File: config.mk
export PLATFORM = sky130hd
export DESIGN_NAME = add_pipe
export DESIGN_NICKNAME = d
export VERILOG_FILES = /design/src/rtl/add_pipe.sv
export SDC_FILE = /design/constraint.sdc
export NUM_CORES = 1
export LEC_CHECK = 0
export CAP_MARGIN = 15
export CORE_UTILIZATION = 48
export CTS_BUF_LIST = sky130_fd_sc_hd__clkbuf_8
export CTS_CLUSTER_DIAMETER = 120
export CTS_CLUSTER_SIZE = 24
export DETAILED_ROUTE_END_ITERATION = 16
export MAX_ROUTING_LAYER = met4
export PLACE_DENSITY = 0.79
export SLEW_MARGIN = 20
export SYNTH_ARGS = -nofsm -noshare
export SYNTH_HDL_FRONTEND = slang
export SYNTH_SLANG_ARGS = --single-unit
export TNS_END_PERCENT = 30
File: constraint.sdc
create_clock -name clk -period 6.1 [get_ports clk]
set_input_delay 1.83 -clock clk [delete_from_list [all_inputs] [get_ports clk]]
set_output_delay 1.83 -clock clk [all_outputs]
set_load 0.05 [all_outputs]
File: src/rtl/add_pipe.sv
// add_pipe: carry-segmented pipelined adder/subtractor, SEGS carry slices of WIDTH/SEGS bits.
// Latency: exactly SEGS cycles from accepted request to resp_valid; one op per cycle sustained.
// Backpressure: whole pipeline freezes while resp_valid && !resp_ready; req_ready = !resp_valid || resp_ready.
//
// Ports:
//   clk, reset           - single clock, synchronous active-high reset
//   req_valid/req_ready  - request handshake; req_sub selects x-y, req_in_1/req_in_2 are x/y
//   resp_valid/resp_ready- response handshake
//   resp_result          - x +/- y modulo 2^WIDTH
//   resp_carry           - carry out of the MSB (for subtract, 1 = no borrow)
//   resp_overflow        - two's-complement signed overflow
module add_pipe #(
  parameter int WIDTH = 64,
  parameter int SEGS  = 2
) (
  input  logic             clk,
  input  logic             reset,
  input  logic             req_valid,
  output logic             req_ready,
  input  logic             req_sub,
  input  logic [WIDTH-1:0] req_in_1,
  input  logic [WIDTH-1:0] req_in_2,
  output logic             resp_valid,
  input  logic             resp_ready,
  output logic [WIDTH-1:0] resp_result,
  output logic             resp_carry,
  output logic             resp_overflow
);

  localparam int SEG = WIDTH / SEGS;

  logic             advance;
  logic [WIDTH-1:0] y_eff;

  // Subtract is x + ~y + 1; the +1 enters as the carry into the lowest slice.
  assign y_eff = req_sub ? ~req_in_2 : req_in_2;

  for (genvar k = 0; k < SEGS; k++) begin : g_stg
    // Operand bits not yet consumed when this stage runs (its own slice is the bottom SEG bits).
    localparam int RW = WIDTH - k * SEG;

    logic [RW-1:0]          xs;
    logic [RW-1:0]          ys;
    logic                   ci;
    logic                   vi;
    logic [SEG:0]           add;
    logic [(k+1)*SEG-1:0]   sn;
    logic [(k+1)*SEG-1:0]   sum;
    logic                   vld;
    logic                   co;

    if (k == 0) begin : g_first
      assign xs = req_in_1;
      assign ys = y_eff;
      assign ci = req_sub;
      assign vi = req_valid;
      assign sn = add[SEG-1:0];
    end else begin : g_next
      assign xs = g_stg[k-1].g_hold.xr;
      assign ys = g_stg[k-1].g_hold.yr;
      assign ci = g_stg[k-1].co;
      assign vi = g_stg[k-1].vld;
      assign sn = {add[SEG-1:0], g_stg[k-1].sum};
    end

    assign add = {1'b0, xs[SEG-1:0]} + {1'b0, ys[SEG-1:0]} + {{SEG{1'b0}}, ci};

    // Valid, partial sum and carry are reset so the final stage presents zeros after reset.
    always_ff @(posedge clk) begin
      if (reset) begin
        vld <= 1'b0;
        sum <= '0;
        co  <= 1'b0;
      end else if (advance) begin
        vld <= vi;
        sum <= sn;
        co  <= add[SEG];
      end
    end

    if (k < SEGS - 1) begin : g_hold
      // Upper operand slices ride along unchanged; their content is meaningless without vld.
      logic [RW-SEG-1:0] xr;
      logic [RW-SEG-1:0] yr;

      always_ff @(posedge clk) begin
        if (advance) begin
          xr <= xs[RW-1:SEG];
          yr <= ys[RW-1:SEG];
        end
      end
    end else begin : g_last
      logic ov;

      // Same-signed operands producing a differently-signed result means signed overflow.
      always_ff @(posedge clk) begin
        if (reset) begin
          ov <= 1'b0;
        end else if (advance) begin
          ov <= (xs[SEG-1] == ys[SEG-1]) && (add[SEG-1] != xs[SEG-1]);
        end
      end
    end
  end

  assign resp_valid    = g_stg[SEGS-1].vld;
  assign resp_result   = g_stg[SEGS-1].sum;
  assign resp_carry    = g_stg[SEGS-1].co;
  assign resp_overflow = g_stg[SEGS-1].g_last.ov;

  // The pipeline moves as a whole; bubbles are not squeezed out.
  assign advance   = !resp_valid || resp_ready;
  assign req_ready = advance;

endmodule

==> Flow_metrics.wiki, run 1 <==
{| class="wikitable"
! Metric !! Value
|-
| Number of placed I/O pins || ~200
|-
| Reported max-cap violation count || 0
|-
| Final period utilization || 76.6%
|-
| RSZ-0062 raised after global routing || false
|-
| Share of cells above drive strength 1 || between 4 and 5%
|-
| Crit path time final || about 4.7 ns
|-
| Share of synthesized registers carrying an async set or reset || 0%
|-
| Count of antenna diodes in the layout || 0
|-
| Total cell area at the placement stage || 11700 sq um
|-
| Final design area excluding fillers || ~12000 sq um
|-
| Main combinational cell family by area after synthesis || compound AO/OA/AOI/OAI gates
|-
| Remaining number of nets flagged by the antenna check after routing || 0
|-
| Worst slew margin relative to its limit || 26.3%
|-
| Part of the Yosys area used for sequential elements || approximately two fifths
|-
| Top flip-flop cell by instance count after synthesis || sky130_fd_sc_hd__dfxtp_1
|-
| Ratio of total power to cell area || between 200 and 300 nW/um^2
|-
| Cell type with the largest total area after synthesis || sky130_fd_sc_hd__dfxtp_1
|-
| Number of vias in the routed layout || between 8k and 9k
|-
| Num Clock Sinks || approximately 170
|-
| Area share of the largest cell type after synthesis || about a fifth
|-
| Clock transition at the register clock pins on the worst setup and hold paths after CTS || 0.09 ns
|-
| Cell leakage power || roughly 0.0048 uW
|-
| Peak VDD IR || approximately 0.17 mV
|-
| Cts-stage hold buffer count || 0
|-
| WP data arrival || between 2 and 3 ns
|-
| Area added between synthesis and finish || 26.7%
|-
| Simple logic cell fraction of the synthesized area || between 15 and 20%
|-
| Synthesized cell area || between 9000 and 10000 sq um
|-
| Top cells by area, synth || sky130_fd_sc_hd__dfxtp_1 21%, sky130_fd_sc_hd__edfxtp_1 20%, sky130_fd_sc_hd__ha_1 8.1%
|-
| Share of synthesized cell area in full adder, half adder and majority cells || 8.77%
|-
| Kind of path behind the tightest hold check || flop to flop
|-
| Number of warnings reported in the yosys synthesis log || 0
|-
| Starting DRT DRC Count || 580
|-
| Share of the synthesized area in compound gates (AO/OA/AOI/OAI) || approximately a fifth
|-
| Net count after synthesis || between 1k and 1.5k
|-
| Number of antenna violations at the first check in global routing || 0
|-
| Aggregate global routing overflow || 0
|-
| CTS Root Cell || sky130_fd_sc_hd__clkbuf_8
|-
| Final TNS setup || 0 ns
|-
| Vias in the first global route || about 7.9k
|-
| Die boundary width || ~140 um
|-
| Post-Syn Instances || 1065
|-
| Post-CTS repair timing setup buffer count || 0
|-
| DP Wirelength || between 15 and 20 mm
|-
| Clock tree from TritonCTS || built
|-
| Maximum clock path buffer count || 2
|-
| Overall die height || about 140 um
|-
| DR DRC count || 0
|-
| Die ar. || between 20000 and 25000 sq um
|-
| Mean area per synthesized cell || between 8 and 9 sq um
|-
| Gp weighted congestion || roughly 0.97
|-
| Number of storage elements in the synthesis netlist || 165
|-
| Routed Wire Length || 24.7 mm
|-
| 1st-pass router iterations || 5
|-
| Worst-path fanout max || 27
|-
| Placeable core area || approximately 19000 sq um
|-
| Clock insertion delay at the later pin of the skew report || 0.48 ns
|-
| Final count of pins violating max slew || 0
|-
| Initial core utilization || ~49%
|-
| Synth Area in XOR/XNOR || between 9 and 10%
|-
| Path type of the worst setup path || input port to output port
|-
| Average via count per standard cell || about 5.5
|-
| Final hold viol count || 0
|-
| WL/cell || approximately 16 um
|-
| Maximum level of the CTS H-tree || 4
|-
| Element type at the critical path end || output port
|-
| Distinct cell type count of the synthesized netlist || 70
|-
| All-layer global routing usage || 25.5%
|-
| Finish-stage setup viols || 0
|-
| Data required time at the worst endpoint || approximately 4.3 ns
|-
| Worst Max-Slew Pin Slew || between 1 and 1.5 ns
|-
| Std-Cell Rows || 51
|-
| Number of clock buffers inserted by TritonCTS || 17
|-
| Count of nets after finishing || 1431
|-
| Outcome || finished clean
|-
| Largest net degree at the start of global routing || 100
|-
| Post_cts resized || 0
|-
| Startpoint type of the worst setup path || input port
|-
| Post-synth EDFFs || 64
|-
| Global-route wire length before repair || 39.3 mm
|-
| Input/output buffers || 200
|-
| Fmax achieved || roughly 210 MHz
|-
| Multiplexer fraction of the synthesized cell area || less than 1%
|-
| Post-route clock skew || between 0.015 and 0.02 ns
|}
## Yosys cell counts (4+ instances only)
| master | number |
|---|---|
| sky130_fd_sc_hd__xor2_1 | 77 |
| sky130_fd_sc_hd__edfxtp_1 | 64 |
| sky130_fd_sc_hd__or2_2 | 4 |
| sky130_fd_sc_hd__o211ai_1 | 12 |
| sky130_fd_sc_hd__o21bai_1 | 6 |
| sky130_fd_sc_hd__nand2_1 | 177 |
| sky130_fd_sc_hd__clkbuf_1 | 47 |
| sky130_fd_sc_hd__a21o_1 | 30 |
| sky130_fd_sc_hd__and2_1 | 5 |
| sky130_fd_sc_hd__mux2i_1 | 6 |
| sky130_fd_sc_hd__xnor2_1 | 23 |
| sky130_fd_sc_hd__o21a_1 | 12 |
| sky130_fd_sc_hd__a31oi_1 | 8 |
| sky130_fd_sc_hd__and4_1 | 4 |
| sky130_fd_sc_hd__and3_1 | 12 |
| sky130_fd_sc_hd__nand3_1 | 39 |
| sky130_fd_sc_hd__inv_1 | 17 |
| sky130_fd_sc_hd__or3_1 | 11 |
| sky130_fd_sc_hd__buf_1 | 10 |
| sky130_fd_sc_hd__a211oi_1 | 13 |
| sky130_fd_sc_hd__nor3_1 | 27 |
| sky130_fd_sc_hd__nand4_1 | 10 |
| sky130_fd_sc_hd__ha_1 | 62 |
| sky130_fd_sc_hd__nor2_1 | 44 |
| sky130_fd_sc_hd__o21ai_0 | 30 |
| sky130_fd_sc_hd__a21oi_1 | 137 |
| sky130_fd_sc_hd__nor2b_1 | 10 |
| sky130_fd_sc_hd__o31ai_1 | 7 |
| sky130_fd_sc_hd__dfxtp_1 | 101 |
## layer usage
metal	vias up	wire length (um)	global-route usage, %
met4	0	444	8.15
met5	-	0	-
met1	3847	11300	33.0
li1	4161	-	-
met3	37	1430	4.46
met2	283	11500	40.4
## worst max-delay path, cell delays in order
cell and delay, ns:
sky130_fd_sc_hd__clkdlybuf4s50_1 0.50, sky130_fd_sc_hd__nor2b_4 0.06, sky130_fd_sc_hd__inv_6 0.17, sky130_fd_sc_hd__buf_4 0.26
## flip-flops by register name (all words and copies together), names as in the netlist
name,flops
resp_result,64
resp_overflow,1
resp_valid,1
resp_carry,1
g_stg.co,1
g_stg.g_hold.xr,32
g_stg.sum,32
g_stg.g_hold.yr,32
g_stg.vld,1
## cell type report
| class | count | area (sq um) |
|---|---|---|
| multi-input combinational | 824 | 5300 |
| clock buffer | 20 | 275 |
| clock inverter | 12 | 92.6 |
| fill | 1688 | 7390 |
| sequential | 165 | 3940 |
| timing repair buffer | 208 | 2050 |
| inverter | 17 | 68.8 |
| tap | 265 | 332 |
## power breakdown
part / total [uW] / internal (uW) / switching, uW
combinational: 1310 / 531 / 783
clock: 761 / 322 / 439
sequential: 1380 / 1300 / 79.2
## logic make-up (layout without fill, tap and decap cells)
| family | count (synthesis) | after routing |
|---|---|---|
| xor gates and xnor gates | 100 | 100 |
| buffers and inverters | 76 | 257 |
| AOI/OAI and AO/OA | 297 | 297 |
| adders and majority gates | 65 | 65 |
| DFF | 165 | 165 |
| and+or+nand+nor | 356 | 356 |
| muxes | 6 | 6 |
## cell usage in the layout, fill, tap and decap left out, drive strengths merged, types with 5 or more instances in the layout
| cell type | count |
|---|---|
| o21ai | 33 |
| a21o | 30 |
| o211ai | 12 |
| nand2 | 177 |
| clkdlybuf4s50 | 197 |
| clkbuf | 20 |
| nor2 | 44 |
| a21oi | 137 |
| buf | 11 |
| or3 | 11 |
| mux2i | 6 |
| nor2b | 10 |
| nand3 | 39 |
| a31oi | 8 |
| or2 | 5 |
| a211oi | 14 |
| inv | 25 |
| ha | 62 |
| o21bai | 6 |
| and2 | 5 |
| dfxtp | 101 |
| nand4 | 10 |
| and3 | 12 |
| xnor2 | 23 |
| edfxtp | 64 |
| nor3 | 27 |
| xor2 | 77 |
| o31ai | 8 |
| o21a | 12 |
## stage by stage
stage	setup slack (ns)	power, uW	hold slack [ns]	instances	util, %
CTS	1.43	3470	0.456	1511	62.0
global placement	1.16	2690	0.437	1479	60.1
detailed placement	1.08	2700	0.445	1479	60.1
global route	1.27	3640	0.472	1511	62.0
finish	1.43	3450	0.453	1511	62.0
floorplan	0.699	2290	0.425	1065	-
## worst paths after layout
kind	start	end	slack [ns]	cells after the start
worst max-delay path	resp_ready	req_ready	1.43	4
worst min-delay path	resp_result[15]	resp_result[15]	0.45	2
worst max register to register	g_stg[0].co	resp_result[60]	2.81	9
worst min register to register	resp_result[15]	resp_result[15]	0.45	2
Note: power is estimated with default switching activity, not from simulation.
==> inputs of run 2 (changes only) <==
CORE_UTILIZATION = 52   (was 48)
PLACE_DENSITY = 0.81   (was 0.79)
clock period = 4.5 ns   (was 6.1 ns; I/O delays follow)
==> Flow_metrics.wiki, run 2 (synthesis results as in run 1) <==
{| class="wikitable"
! Metric !! Value
|-
| Element type at the critical path end || flop
|-
| Fmax achieved || 253 MHz
|-
| Minimum setup slack in the final design || 0.540 ns
|-
| Fill cell count || 1452
|-
| Outcome || finished clean
|-
| WL/cell || 16.6 um
|-
| Number of placed I/O pins || about 200
|-
| Die ar. || ~19000 sq um
|-
| Clock transition at the register clock pins on the worst setup and hold paths after CTS || about 0.09 ns
|-
| Worst Max-Slew Pin Slew || approximately 0.90 ns
|-
| Final count of pins violating max slew || 0
|-
| Largest net degree at the start of global routing || around 120
|-
| Share of cells above drive strength 1 || under 10%
|-
| Number of vias in the routed layout || approximately 8.5k
|-
| Std-Cell Rows || 49
|-
| Finish-stage setup viols || 0
|-
| Startpoint type of the worst setup path || input port
|-
| Worst reg2reg setup slack || approximately 1.2 ns
|-
| Critical hold path startpoint || g_stg[0].sum[6]
|-
| Kind of path behind the tightest hold check || flop to flop
|-
| Cell leakage power || roughly 0.0049 uW
|-
| Num Clock Sinks || ~170
|-
| Worst slew margin relative to its limit || 40.2%
|-
| Vias in the first global route || ~8k
|-
| Total cell area at the placement stage || approximately 12000 sq um
|-
| Crit path time final || just under 4 ns
|-
| Worst-path fanout max || 3
|-
| Die boundary width || 137 um
|-
| DP Wirelength || ~18 mm
|-
| Area added between synthesis and finish || 27.2%
|-
| Initial core utilization || around 53%
|-
| Final period utilization || between 80% and 90%
|-
| Post_cts resized || 0
|-
| Count of antenna diodes in the layout || 0
|-
| Global-route wire length before repair || 38.9 mm
|-
| Remaining number of nets flagged by the antenna check after routing || 0
|-
| Maximum level of the CTS H-tree || 4
|-
| 1st-pass router iterations || 6
|-
| Final design area excluding fillers || between 10000 and 15000 sq um
|-
| Reported max-cap violation count || 0
|-
| Worst reg2reg path startpoint || g_stg[0].co
|-
| RSZ-0062 raised after global routing || false
|-
| Ratio of total power to cell area || 393 nW/um^2
|-
| Setup slack at placement || just over 0.09 ns
|-
| Data required time at the worst endpoint || 4.89 ns
|-
| Endpoint of the worst register-to-register path || resp_result[60]
|-
| Final TNS setup || 0 ns
|-
| Count of nets after finishing || 1439
|-
| Number of clock buffers inserted by TritonCTS || 17
|-
| Post-CTS repair timing setup buffer count || 0
|-
| Input/output buffers || 200
|-
| CTS Root Cell || sky130_fd_sc_hd__clkbuf_8
|-
| Maximum clock path buffer count || 2
|-
| Number of flip-flops in the largest register || 64
|-
| Placeable core area || 18000 sq um
|-
| Final hold viol count || 0
|-
| WP data arrival || about 4.4 ns
|-
| Post-route clock skew || about 0.013 ns
|-
| Number of antenna violations at the first check in global routing || 0
|-
| DR DRC count || 0
|-
| All-layer global routing usage || a little over a quarter
|-
| Clock insertion delay at the later pin of the skew report || roughly 0.46 ns
|-
| Path type of the worst setup path || input port to flop
|-
| Clock tree from TritonCTS || built
|-
| Most used cells in the layout excluding fill and tap cells || 197 x sky130_fd_sc_hd__clkdlybuf4s50_1, 177 x sky130_fd_sc_hd__nand2_1, 137 x sky130_fd_sc_hd__a21oi_1, 101 x sky130_fd_sc_hd__dfxtp_1, 77 x sky130_fd_sc_hd__xor2_1
|-
| Starting DRT DRC Count || approximately 850
|-
| Peak VDD IR || 0.261 mV
|-
| Number of cells on the worst hold path || 2
|-
| Combined area of the multi-input logic cells || ~5300 sq um
|-
| Area occupied by registers || ~3900 sq um
|-
| Cts-stage hold buffer count || 0
|-
| Leading cell type in the layout, fill and taps excluded || sky130_fd_sc_hd__clkdlybuf4s50_1
|-
| Routed Wire Length || roughly 25 mm
|-
| Aggregate global routing overflow || 0
|-
| Gp weighted congestion || between 0.9 and 1
|-
| Number of cells on the worst reg-to-reg path || 9
|-
| Average via count per standard cell || 5.73
|-
| Overall die height || approximately 140 um
|-
| Destination of the worst hold path || resp_result[6]
|}
-- run 2: cell type report --
cell class	instances	area share [%]
clock buffer	17	1.93
multi-input combinational	824	43.8
tap	229	2.37
clock inverter	15	1.28
timing repair buffer	216	17.6
inverter	17	0.547
sequential	165	32.6
-- run 2: how the worst max path moves through the flow --
| stage | from | slack [ns] | cells past startpoint | endpoint |
|---|---|---|---|---|
| after global placement | req_in_2[1] | 0.20 | 12 | g_stg[0].sum[20] |
| after detailed placement | req_in_2[1] | 0.09 | 12 | g_stg[0].sum[20] |
| after floorplan | resp_ready | 0.06 | 5 | req_ready |
| after CTS | req_in_2[1] | 0.58 | 12 | g_stg[0].sum[20] |
| after global routing | req_in_2[1] | 0.22 | 12 | g_stg[0].sum[20] |
| final | req_in_2[1] | 0.54 | 12 | g_stg[0].sum[20] |
-- run 2: metrics by stage --
step / std cells / total power (uW) / hold WS [ns] / util (%)
floorplan: 1065 / 3110 / 0.425 / -
global placement: 1451 / 3650 / 0.438 / 65.3
detailed placement: 1451 / 3680 / 0.444 / 65.3
CTS: 1483 / 4770 / 0.450 / 67.4
global route: 1483 / 5020 / 0.469 / 67.4
finish: 1483 / 4760 / 0.443 / 67.4
-- run 2: per-layer routing --
| metal | GRT usage, % | wire length, um | vias up | share of wire, % |
|---|---|---|---|---|
| met1 | 35.3 | 10900 | 3959 | 45 |
| met2 | 43.0 | 11700 | 317 | 48 |
| li1 | - | - | 4174 | - |
| met4 | 9.22 | 533 | 0 | 2.2 |
| met3 | 4.89 | 1360 | 49 | 5.5 |
| met5 | - | 0 | - | 0 |
-- run 2: critical path, stage by stage --
cell                              delay, ns
sky130_fd_sc_hd__clkdlybuf4s50_1       0.48
sky130_fd_sc_hd__xor2_1                0.21
sky130_fd_sc_hd__inv_1                 0.09
sky130_fd_sc_hd__fa_1                  0.47
sky130_fd_sc_hd__nor2b_1               0.18
sky130_fd_sc_hd__o31ai_1               0.10
sky130_fd_sc_hd__a211oi_1              0.32
sky130_fd_sc_hd__o211ai_1              0.18
sky130_fd_sc_hd__a21boi_0              0.31
sky130_fd_sc_hd__o211ai_1              0.15
sky130_fd_sc_hd__a2111o_1              0.43
sky130_fd_sc_hd__o211ai_1              0.08
-- run 2: power by group --
group	switching [uW]	leakage (uW)	internal (uW)	total, uW
clock	595	0.000201	499	1090
combinational	1070	0.00318	731	1800
sequential	107	0.00151	1760	1870
total	1770	0.00489	2990	4760
